--- config.mk ---
export PLATFORM = sky130hd
export DESIGN_NAME = clock_key_ctrl
export DESIGN_NICKNAME = d
export VERILOG_FILES = /design/src/rtl/clock_key_ctrl.sv
export SDC_FILE = /design/constraint.sdc
export NUM_CORES = 1
export LEC_CHECK = 0
export CAP_MARGIN = 20
export CORE_MARGIN = 4
export CORE_UTILIZATION = 45
export DETAILED_ROUTE_END_ITERATION = 6
export MAX_ROUTING_LAYER = met4
export PLACE_DENSITY = 0.68
export SYNTH_ARGS = -nofsm -noshare
export SYNTH_HDL_FRONTEND = slang
export SYNTH_SLANG_ARGS = --single-unit
export TNS_END_PERCENT = 50
--- constraint.sdc ---
create_clock -name clk_1khz -period 1.9 [get_ports clk_1khz]
set_clock_uncertainty 0.05 [all_clocks]
set_input_delay 0.38 -clock clk_1khz [delete_from_list [all_inputs] [get_ports clk_1khz]]
set_output_delay 0.38 -clock clk_1khz [all_outputs]
set_load 0.03 [all_outputs]
--- src/rtl/clock_key_ctrl.sv ---
// Front-panel key controller for the digital clock.
// Synchronises and debounces the mode/add buttons, sequences the clock's set
// modes with one-cycle pulses, and owns the editable alarm time.
module clock_key_ctrl #(
    parameter int DEBOUNCE = 20,
    parameter int HOLD     = 500,
    parameter int REPEAT   = 200,
    parameter int TIMEOUT  = 10000,
    parameter int ALM_HR0  = 7,
    parameter int ALM_MIN0 = 0
) (
    input  logic        clk_1khz,
    input  logic        rst,
    input  logic        key_mode,
    input  logic        key_add,
    input  logic        alarm_ringing,
    output logic        set_en,
    output logic        switch_pulse,
    output logic        add_pulse,
    output logic [31:0] alarm_set,
    output logic        disp_alarm,
    output logic [2:0]  mode
);

    localparam int DB_W  = $clog2(DEBOUNCE + 1);
    localparam int RP_W  = $clog2(((HOLD > REPEAT) ? HOLD : REPEAT) + 1);
    localparam int TO_W  = $clog2(TIMEOUT + 1);

    typedef enum logic [2:0] {
        RUN     = 3'd0,
        SET_MIN = 3'd1,
        SET_HR  = 3'd2,
        ALM_MIN = 3'd3,
        ALM_HR  = 3'd4
    } state_t;

    // Two-digit BCD increment with wrap to 00 after the given maximum.
    function automatic logic [7:0] bcd_inc(input logic [7:0] v, input logic [7:0] max);
        if (v == max)
            return 8'h00;
        else if (v[3:0] == 4'd9)
            return {v[7:4] + 4'd1, 4'd0};
        else
            return {v[7:4], v[3:0] + 4'd1};
    endfunction

    // Binary 0..99 to two BCD digits, used for the reset alarm time.
    function automatic logic [7:0] to_bcd(input int v);
        return {4'(v / 10), 4'(v % 10)};
    endfunction

    // Index 0 is the mode key, index 1 is the add key.
    logic [1:0]      sync_p0, sync_p1;
    logic [1:0]      db, db_q;
    logic [DB_W-1:0] db_cnt [2];

    state_t          state, state_n;
    logic            sw_n, add_n;
    logic [TO_W-1:0] tcnt, tcnt_n;
    logic [RP_W-1:0] rcnt, rcnt_n;
    logic            armed, armed_n;
    logic [7:0]      alm_hr, alm_hr_n;
    logic [7:0]      alm_min, alm_min_n;

    logic mode_evt, add_press, rpt_evt, add_evt, any_evt;

    // Two-flop synchronisers and consecutive-cycle debounce counters for both keys.
    always_ff @(posedge clk_1khz) begin
        if (rst) begin
            sync_p0 <= '0;
            sync_p1 <= '0;
            db      <= '0;
            db_q    <= '0;
            for (int i = 0; i < 2; i++)
                db_cnt[i] <= '0;
        end else begin
            sync_p0 <= {key_add, key_mode};
            sync_p1 <= sync_p0;
            db_q    <= db;
            for (int i = 0; i < 2; i++) begin
                if (sync_p1[i] == db[i]) begin
                    db_cnt[i] <= '0;
                end else if (db_cnt[i] == DB_W'(DEBOUNCE - 1)) begin
                    db[i]     <= sync_p1[i];
                    db_cnt[i] <= '0;
                end else begin
                    db_cnt[i] <= db_cnt[i] + DB_W'(1);
                end
            end
        end
    end

    // Press events are debounced rising edges; releases generate nothing.
    assign mode_evt  = db[0] & ~db_q[0];
    assign add_press = db[1] & ~db_q[1];
    assign rpt_evt   = armed & db[1] & (rcnt == RP_W'(HOLD));
    assign add_evt   = add_press | rpt_evt;
    assign any_evt   = mode_evt | add_evt;

    // Next-state, pulse, auto-repeat, timeout and alarm-edit decisions.
    always_comb begin
        state_n   = state;
        sw_n      = 1'b0;
        add_n     = 1'b0;
        tcnt_n    = tcnt;
        rcnt_n    = rcnt;
        armed_n   = armed;
        alm_hr_n  = alm_hr;
        alm_min_n = alm_min;

        // Repeat timer runs only while add is held after an armed press.
        if (!db[1]) begin
            armed_n = 1'b0;
            rcnt_n  = '0;
        end else if (armed) begin
            rcnt_n = rpt_evt ? RP_W'(HOLD - REPEAT + 1) : rcnt + RP_W'(1);
        end

        unique case (state)
            RUN: begin
                if (any_evt && alarm_ringing) begin
                    sw_n = 1'b1;
                end else if (mode_evt) begin
                    state_n = SET_MIN;
                    sw_n    = 1'b1;
                end
            end
            SET_MIN: begin
                if (mode_evt) begin
                    state_n = SET_HR;
                    sw_n    = 1'b1;
                end else if (add_evt) begin
                    add_n = 1'b1;
                end
            end
            SET_HR: begin
                if (mode_evt) begin
                    state_n = ALM_MIN;
                    sw_n    = 1'b1;
                end else if (add_evt) begin
                    add_n = 1'b1;
                end
            end
            ALM_MIN: begin
                if (mode_evt)
                    state_n = ALM_HR;
                else if (add_evt)
                    alm_min_n = bcd_inc(alm_min, 8'h59);
            end
            ALM_HR: begin
                if (mode_evt)
                    state_n = RUN;
                else if (add_evt)
                    alm_hr_n = bcd_inc(alm_hr, 8'h23);
            end
            default: state_n = RUN;
        endcase

        // A fresh add press in an edit state arms the repeat timer; mode wins a tie.
        if (state != RUN && add_press && !mode_evt) begin
            armed_n = 1'b1;
            rcnt_n  = RP_W'(1);
        end

        // Inactivity timeout back to RUN; held at zero in RUN.
        if (state == RUN) begin
            tcnt_n = '0;
        end else if (any_evt) begin
            tcnt_n = '0;
        end else if (tcnt == TO_W'(TIMEOUT - 1)) begin
            state_n = RUN;
            tcnt_n  = '0;
        end else begin
            tcnt_n = tcnt + TO_W'(1);
        end

        // Any state change cancels auto-repeat.
        if (state_n != state) begin
            armed_n = 1'b0;
            rcnt_n  = '0;
        end
    end

    // State register and registered outputs.
    always_ff @(posedge clk_1khz) begin
        if (rst) begin
            state        <= RUN;
            switch_pulse <= 1'b0;
            add_pulse    <= 1'b0;
            set_en       <= 1'b0;
            disp_alarm   <= 1'b0;
            tcnt         <= '0;
            rcnt         <= '0;
            armed        <= 1'b0;
            alm_hr       <= to_bcd(ALM_HR0);
            alm_min      <= to_bcd(ALM_MIN0);
        end else begin
            state        <= state_n;
            switch_pulse <= sw_n;
            add_pulse    <= add_n;
            set_en       <= (state_n == SET_MIN) || (state_n == SET_HR);
            disp_alarm   <= (state_n == ALM_MIN) || (state_n == ALM_HR);
            tcnt         <= tcnt_n;
            rcnt         <= rcnt_n;
            armed        <= armed_n;
            alm_hr       <= alm_hr_n;
            alm_min      <= alm_min_n;
        end
    end

    assign mode      = 3'(state);
    assign alarm_set = {alm_hr, 4'hE, alm_min, 4'hE, 8'h00};

endmodule

== After elaboration in Yosys (flattened, before gate mapping) ==
Memories as Yosys holds them, arrays and structs flattened.
Cells that the tools add are included.

* Bits in registers: 55
* Bits in writable memories: 10
* Bits of input ports: 5
* Output and inout port bits: 39
* Logic and storage cells: 142
* Memories: 1

{| class="wikitable"
|+ Memory list
! memory !! words !! width !! rd ports !! clocked after memory_dff !! wr ports !! RTL line !! source
|-
| db_cnt || 2 || 5 || 2 || 0 || 2 || 55 || <nowiki>logic [DB_W-1:0] db_cnt [2];</nowiki>
|}

* $add $sub $neg: 8
* Eq/ne operators: 21
* Mux-type cells: 54
* Bitwise operators: 19
* Reduce and logical (&&, ||, !) cells: 21

{| class="wikitable"
|+ Operators by type and width
! cell !! count
|-
| 2-to-1 mux 1 bit || 32
|-
| 2-to-1 mux 8 bit || 4
|-
| 2-to-1 mux 5 bit || 6
|-
| 2-to-1 mux 3 bit || 9
|-
| adder 4 x 1 -> 4 bit, second input constant || 4
|-
| one-hot mux 3 bit (5 select lines) || 1
|-
| adder 14 x 1 -> 14 bit, second input constant || 1
|-
| == test 14 bit, second input constant || 1
|-
| == test 3 x 2 -> 1 bit, second input constant || 4
|-
| adder 5 x 1 -> 5 bit, second input constant || 2
|-
| == test 5 bit, second input constant || 2
|-
| adder 9 x 1 -> 9 bit, second input constant || 1
|-
| == test 9 bit, second input constant || 1
|-
| 2-to-1 mux 9 bit || 1
|-
| == test 4 bit, second input constant || 2
|-
| == test 8 x 6 -> 1 bit, second input constant || 1
|-
| == test 8 x 7 -> 1 bit, second input constant || 1
|-
| OR 1 bit || 8
|-
| AND reduction 4 bit || 2
|-
| OR reduction 4 bit || 2
|-
| NOT 1 bit || 7
|-
| == test 3 x 1 -> 1 bit, second input constant || 2
|-
| == test 3 bit, second input constant || 2
|-
| AND reduction 3 bit || 2
|-
| 15 further kinds || 25
|}

== Longest topological paths before layout ==
Gate-level depths: netlist (run 1).

* Depth after elaboration: 12
* Depth in mapped cells: 8
* Mapped depth without buffers: 6

== Least setup slack after synthesis (run 1) ==
No wires, ideal clock.

* Path type: register to register
* Start: register state[2] (netlist: mode[2])
* End: register alm_hr[7]
* Library setup time: 121 ps
* Arrival: 1696 ps
* Required time: 1729 ps
* Slack: 33 ps
* Stages on the path, launching flop included: 5
* Path buffers: 1
* Period minus slack after synthesis: 1867 ps
* Cells stage by stage: dfxtp_1 or3b_1 buf_2 nor4_1 mux2_2

* Cells in the longest elaborated chain, start to end: 2

{| class="wikitable"
|+ Ends and longest elaborated chain
! item !! RTL line !! source
|-
| start, declared || 57 || <nowiki>state_t state, state_n;</nowiki>
|-
| start signal, assigned || 198 || <nowiki>state <= state_n;</nowiki>
|-
| == test 3 bit || 119 || <nowiki>unique case (state)</nowiki>
|-
| AND reduction 4 bit (no source line) || -- ||
|-
| end signal, assigned || 195 || <nowiki>alm_hr <= to_bcd(ALM_HR0);</nowiki>
|-
| end signal, assigned || 206 || <nowiki>alm_hr <= alm_hr_n;</nowiki>
|-
| end, declared || 62 || <nowiki>logic [7:0] alm_hr, alm_hr_n;</nowiki>
|}

Every way passes these cells.
A chain may end at the register's enable or synchronous reset.

== Worst setup path in the final report (run 1) ==
* Start: register rcnt[1]
* End: register alm_min[1]

* Cells in the longest elaborated chain, start to end: 4

{| class="wikitable"
|+ Ends and longest elaborated chain
! item !! RTL line !! source
|-
| start, declared || 60 || <nowiki>logic [RP_W-1:0] rcnt, rcnt_n;</nowiki>
|-
| start signal, assigned || 204 || <nowiki>rcnt <= rcnt_n;</nowiki>
|-
| == test 9 bit || 96 || <nowiki>assign rpt_evt = armed & db[1] & (rcnt == RP_W'(HOLD));</nowiki>
|-
| AND 1 bit || 96 ||
|-
| OR 1 bit || 97 || <nowiki>assign add_evt = add_press | rpt_evt;</nowiki>
|-
| AND reduction 3 bit (no source line) || -- ||
|-
| end signal, assigned || 196 || <nowiki>alm_min <= to_bcd(ALM_MIN0);</nowiki>
|-
| end signal, assigned || 207 || <nowiki>alm_min <= alm_min_n;</nowiki>
|-
| end, declared || 63 || <nowiki>logic [7:0] alm_min, alm_min_n;</nowiki>
|}

Every way passes these cells.

==> metrics.md, run 1 <==
| Metric | Value |
|---|---|
| Reg power frac | 0.555 |
| Core Footprint | 6944 um2 |
| RePlAce Congestion | 0.9013 |
| Crit path arrival time | 2050 ps |
| Asr flop ratio synth | 0 |
| Die ar. | 8757 um2 |
| CP endpoint | alm_min[1] |
| EDFF count, synth | 10 |
| Reg2Reg Launch Point | rcnt[1] |
| Largest net degree at the start of global routing | 15 |
| Avg Vias per Cell | 5.262 |
| DP HPWL | 5093 um |
| Max Fclk | 548.5 MHz |
| Hold Crit Class | register to register |
| Tcrit/Tclk final | 0.9596 |
| Top-count cell post-synth | dfxtp_1 |
| Cts bufs inserted | 9 |
| H-tree Lvls | 3 |
| Crit-path max FO | 12 |
| Crit end category | register |
| All-layer global routing usage | 0.1809 |
| #FFs+latches synth | 65 |
| Mapped Area | 3296 um2 |
| Die H | 93.58 um |
| Comb power frac | 0.043 |
| CTS tree | done |
| R2R depth | 6 |
| Final cell count without fillers | 542 |
| Nets@finish | 459 |
| CP required | 2120 ps |
| Vias | 2852 |
| Pint | 1.909 mW |
| Worst skew pair latency | 340 ps |
| Startpoint Class | register |
| Fillers | 597 |
| Post-synth top cells | dfxtp_1 (55), nor2_1 (41), nand3_1 (19), nor3_1 (19), xnor2_1 (19) |
| Final setup fails | 0 |
| Clock power share | 0.403 |
| Reg clk slew, reported paths | 70 ps |
| Status | finished, final reports clean |
| Kind of critical path | register to register |
| # DRC | 0 |
| R2r setup slk | 80 ps |
| Placed Cells | 524 |
| Starting Density | 0.4746 |
| Post-synth top flop | dfxtp_1 |
| Antenna-violating nets left | 0 |
| Setup ws final | 76.78 ps |
| Post-layout min period | 1823 ps |
| Max Root-Sink Buffers | 2 |
| Area contributors post-synth | dfxtp_1 (33%), edfxtp_1 (9.1%), xnor2_1 (5.0%) |
| Place WS | -380.0 ps |
| Post-route cell area | 4249 um2 |
| Area delta synth->final | 28.93% |
| RSZ-0062 raised after global routing | true |
| Largest area contributor in the netlist | dfxtp_1 |
| Synthesized area per cell | 9.029 um2 |
| Lkg Pwr | 1.707 nW |
| # clock sinks | 65 |
| Synth cell types | 60 |
| Pre-Repair DR Iteration Count | 5 |
| Final Power | 2.556 mW |
| Drt wl/cell | 13.69 um |
| Yosys warnings | 0 |
| Routed wire length | 7418 um |
| Rows | 30 |
| Total negative slack | 0 ps |
| First-pass GRT wire length | 12510 um |
| Antenna diodes | 0 |
| Port bufs | 27 |
| DRT iter0 DRCs | 124 |
| Initial antenna violation count | 0 |
| Cells after synthesis | 365 |
| CTS root buf | clkbuf_8 |
| PwrDens | 601.5 nW/um2 |
| Share of cells above drive strength 1 | 0.1951 |
| Sw Ratio | 0.2528 |
| Final Max Slew Viols | 0 |
| Psw | 0.6462 mW |
| Vias in the first global route | 2709 |
| Area post-placement | 3911 um2 |
| Crit path from | rcnt[1] |
| Hold_buf cts | 0 |
| Sequential cell area fraction in the yosys report | 0.4252 |
| Final hold vios | 0 |
| Critical R2R Capture | alm_min[1] |
| Global route overflow | 0 |
| Post-synth top area share | 0.3341 |
| Worst ir drop on vdd | 0.3407 mV |
| Die W | 93.58 um |
| Max cap viols | 0 |
| # IOs | 44 |
[what timing repair did]
action                                  in CTS  in global routing
hold endpoints to repair                     0                  0
pin swaps                                    0                  5
gates resized for setup                     16                 38
endpoints found under the setup margin      20                 27
cloned                                       0                  1
buffers inserted                             0                  1
[cell type report]
type	instances	area, um2	share of cell area
inverter	17	63.81	0.01502
clock inverter	7	46.29	0.01090
multi-input combinational	275	1868	0.4396
sequential	65	1404	0.3304
clock buffer	9	123.9	0.02915
timing repair buffer	73	623.1	0.1466
tap	96	120.1	0.02827
[registers in the layout, summed over array words and instances, names as in the netlist]
signal and cells:
mode 3, set_en 1, tcnt 14, alm_min 8, sync_p1 2, db_cnt 10
disp_alarm 1, switch_pulse 1, db 2, armed 1, db_q 2, rcnt 9
add_pulse 1, sync_p0 2, alm_hr 8
[through the flow]
step	hold slack, ps	utilization
after CTS	410.2	0.5879
after global placement	378.0	0.5632
after global routing	428.1	0.6119
after floorplan	363.8	-
final	409.1	0.6119
after detailed placement	387.8	0.5632
[critical path, cell delays in order, from the launching register on]
cell and delay, ps:
dfxtp_2 330, inv_2 70, ha_4 120, nand4b_1 130, o31a_4 390, or4_1 520
a21oi_1 160
[kinds of logic after synthesis]
logic type,count (synthesis),synth area share
and+or+nand+nor,154,0.2494
xor gates and xnor gates,28,0.07441
AOI/OAI and AO/OA,51,0.1112
DFF,65,0.4252
other,2,0.002279
adders and majority gates,13,0.04936
buffers and inverters,49,0.07859
muxes,3,0.009491
[worst min path at each step]
stage	start	end	slack, ps	depth (start not counted)
after floorplan	sync_p0[0]	sync_p1[0]	360	1
after global placement	sync_p0[0]	sync_p1[0]	380	1
after detailed placement	sync_p0[0]	sync_p1[0]	390	1
after CTS	sync_p0[0]	sync_p1[0]	410	1
after global routing	sync_p0[1]	sync_p1[1]	430	1
final	sync_p0[0]	sync_p1[0]	410	1
[power groups by stage]
stage | logic (mW) | clock network, mW | registers, mW
floorplan | 0.105 | 0 | 1.45
global placement | 0.104 | 0 | 1.45
detailed placement | 0.105 | 0 | 1.45
CTS | 0.105 | 1.05 | 1.42
global route | 0.119 | 1.13 | 1.42
finish | 0.109 | 1.03 | 1.42
[layer usage]
layer	wire length (um)	track usage	part of all wire
met5	0	-	0
met4	77	0.04693	0.010
met3	326	0.04747	0.044
met2	3437	0.2710	0.46
met1	3575	0.2440	0.48
[layout by cell type (no fill, tap or decap), types with 12 or more instances in the layout]
cell,synthesis,routed
xnor2_1,19,19
dfxtp_1,55,53
nor2_1,41,41
inv_1,16,14
conb_1,2,26
nand4_1,14,14
nor3_1,19,17
buf_4,17,44
nor2b_1,12,12
ha_1,13,12
nand2_1,13,13
dlygate4sd2_1,0,12
nand3_1,19,19
Note: power is estimated with default switching activity, not from simulation.
==> run 2: changes to the inputs <==
--- a/config.mk
+++ b/config.mk
@@ -10,7 +10,7 @@
 export CORE_UTILIZATION = 45
 export DETAILED_ROUTE_END_ITERATION = 6
 export MAX_ROUTING_LAYER = met4
-export PLACE_DENSITY = 0.68
+export PLACE_DENSITY = 0.7
 export SYNTH_ARGS = -nofsm -noshare
 export SYNTH_HDL_FRONTEND = slang
 export SYNTH_SLANG_ARGS = --single-unit
==> metrics.md, run 2 (synthesis results as in run 1) <==
| Metric | Value |
|---|---|
| Status | complete, but fails checks |
| Failing checks | negative setup slack |
| Tcrit/Tclk final | 1.010 (+0.05062) |
| Antenna diodes | 0 (unchanged) |
| Avg Vias per Cell | 5.304 (+0.79%) |
| Final setup fails | 1 (+1) |
| Largest net degree at the start of global routing | 18 (+3) |
| Total negative slack | -19.39 ps (-19.39 ps) |
| Drt wl/cell | 13.54 um (-1.1%) |
| R2r setup slk | -20 ps (-100 ps) |
| Global route overflow | 0 (unchanged) |
| Worst hold slack | 402.0 ps (-7.063 ps) |
| CP required | 2130 ps (about the same) |
| Die W | 93.58 um (unchanged) |
| Worst path slowest cell | or4_4 |
| Final Max Slew Viols | 0 (unchanged) |
| Die ar. | 8757 um2 (unchanged) |
| Kind of critical path | register to register |
| RePlAce Congestion | 0.8295 (-8.0%) |
| Reg power frac | 0.559 (+0.004) |
| Comb power frac | 0.043 (about the same) |
| CP endpoint | alm_min[1] |
| Nets@finish | 457 (-0.44%) |
| Placed Cells | 520 (-0.76%) |
| Post-route cell area | 4248 um2 (about the same) |
| H-tree Lvls | 3 (unchanged) |
| Met3 wire length | 438 um (+34%) |
| # DRC | 0 (unchanged) |
| Final hold vios | 0 (unchanged) |
| # clock sinks | 65 (unchanged) |
| Max Root-Sink Buffers | 2 (unchanged) |
| Slew margin rel. | 0.6737 |
| Rows | 30 (unchanged) |
| PwrDens | 597.9 nW/um2 (-0.60%) |
| Top Metal Used | met4 |
| # IOs | 44 (unchanged) |
| DP HPWL | 5069 um (-0.48%) |
| Vias | 2864 (+0.42%) |
| Routed length on met1 | 3227 um (-9.7%) |
| Crit path from | rcnt[0] |
| WL met2 | 3551 um (+3.3%) |
| Commonest cells after routing, fill and taps aside | dfxtp_1 (53), nor2_1 (41), buf_4 (40), conb_1 (26) |
| Worst skew pair latency | 340 ps (about the same) |
| R2R depth | 7 (+1) |
| Vias in the first global route | 2562 (-5.4%) |
| Max Fclk | 521.0 MHz (-5.0%) |
| Die H | 93.58 um (unchanged) |
| RSZ-0062 raised after global routing | true |
| Crit end category | register |
| Port bufs | 27 (unchanged) |
| Lkg Pwr | 1.698 nW (-0.55%) |
| Setup ws final | -19.39 ps (-96.17 ps) |
| Area post-placement | 3894 um2 (-0.45%) |
| CTS tree | done |
| Sw Ratio | 0.2354 (-0.01746) |
| Crit-path max FO | 8 (-4) |
| First-pass GRT wire length | 11940 um (-4.5%) |
| Final core area utilization | 0.6117 (about the same) |
| Max incr delay on CP | 530 ps (about the same) |
| Most common cell after layout, fill and taps aside | dfxtp_1 |
| Final Power | 2.540 mW (-0.62%) |
| Post-layout min period | 1919 ps (+96.17 ps) |
| Routed wire length | 7311 um (-1.4%) |
| Starting Density | 0.4746 (unchanged) |
| Pint | 1.942 mW (+1.7%) |
| Hold Crit Class | register to register |
| Slew @ Worst Pin | 482.8 ps |
| Pre-Repair DR Iteration Count | 4 (-1) |
| Cell Chain, Critical Path | inv_2, ha_4, nand4b_1, o31a_1, buf_6, or4_4, a21oi_2 |
| Most flops, register | tcnt |
| Reg2Reg Launch Point | rcnt[0] |
| All-layer global routing usage | 0.1749 (-0.006023) |
| Cts bufs inserted | 9 (unchanged) |
| Psw | 0.5978 mW (-7.5%) |
| Crit path arrival time | 2150 ps (+100 ps) |
| CTS root buf | clkbuf_8 |
| DRT iter0 DRCs | 215 (+73%) |
| Final cell count without fillers | 540 (-0.37%) |
| Top flop regs | tcnt (14), db_cnt (10), rcnt (9) |
| Initial antenna violation count | 0 (unchanged) |
| Reg clk slew, reported paths | 70 ps (about the same) |
| Core Footprint | 6944 um2 (unchanged) |
| Critical R2R Capture | alm_min[1] |
| Place WS | -331.3 ps (+48.74 ps) |
| Max FFs per register | 14 (unchanged) |
| Clock power share | 0.398 (-0.005) |
| Startpoint Class | register |
| Worst ir drop on vdd | 0.4762 mV (+40%) |
| Area delta synth->final | 28.89% (about the same) |
| Max cap viols | 0 (unchanged) |
| Share of cells above drive strength 1 | 0.1937 (-0.001374) |
| Antenna-violating nets left | 0 (unchanged) |
run 2: cell type report:
class | instances | area, um2
Fill cell | 583 | 2696
Sequential cell | 65 | 1404
Clock inverter | 4 | 20.02
Clock buffer | 12 | 145.1
Timing Repair Buffer | 71 | 630.6
Tap cell | 96 | 120.1
Multi-Input combinational cell | 275 | 1864
Inverter | 17 | 63.81
run 2: power groups by stage:
stage          Combinational [mW]  Sequential (mW)  Clock (mW)
2_1_floorplan               0.105             1.45           0
3_3_place_gp                0.106             1.45           0
6_report                    0.110             1.42        1.01
5_1_grt                     0.121             1.42        1.10
3_5_place_dp                0.106             1.45           0
4_1_cts                     0.108             1.42        1.05
run 2: worst max-delay path: cells and delay by family, from the launching register on:
family | cells | cell delay (ps)
AOI/OAI and AO/OA | 2 | 480
adders and majority gates | 1 | 120
buffers and inverters | 2 | 240
DFF | 1 | 330
and+or+nand+nor | 2 | 630
run 2: timing repair:
action                     CTS  global route
pin swaps                    3             3
setup buffers                2             2
setup endpoints to repair   16            26
hold buffers                 0             0
gates resized for setup     19            32
run 2: routing by layer:
layer	vias up	track usage
met5	-	-
met4	0	0.04813
met3	10	0.05792
met2	90	0.2764
met1	1345	0.2152
li1	1419	-
run 2: how the worst min path moves through the flow:
stage	startpoint	to	slack, ps	cells after the start
floorplan	sync_p0[0]	sync_p1[0]	360	1
global placement	sync_p0[0]	sync_p1[0]	390	1
detailed placement	sync_p0[0]	sync_p1[0]	400	1
CTS	sync_p0[0]	sync_p1[0]	400	1
global route	sync_p0[0]	sync_p1[0]	420	1
finish	sync_p0[0]	sync_p1[0]	400	1
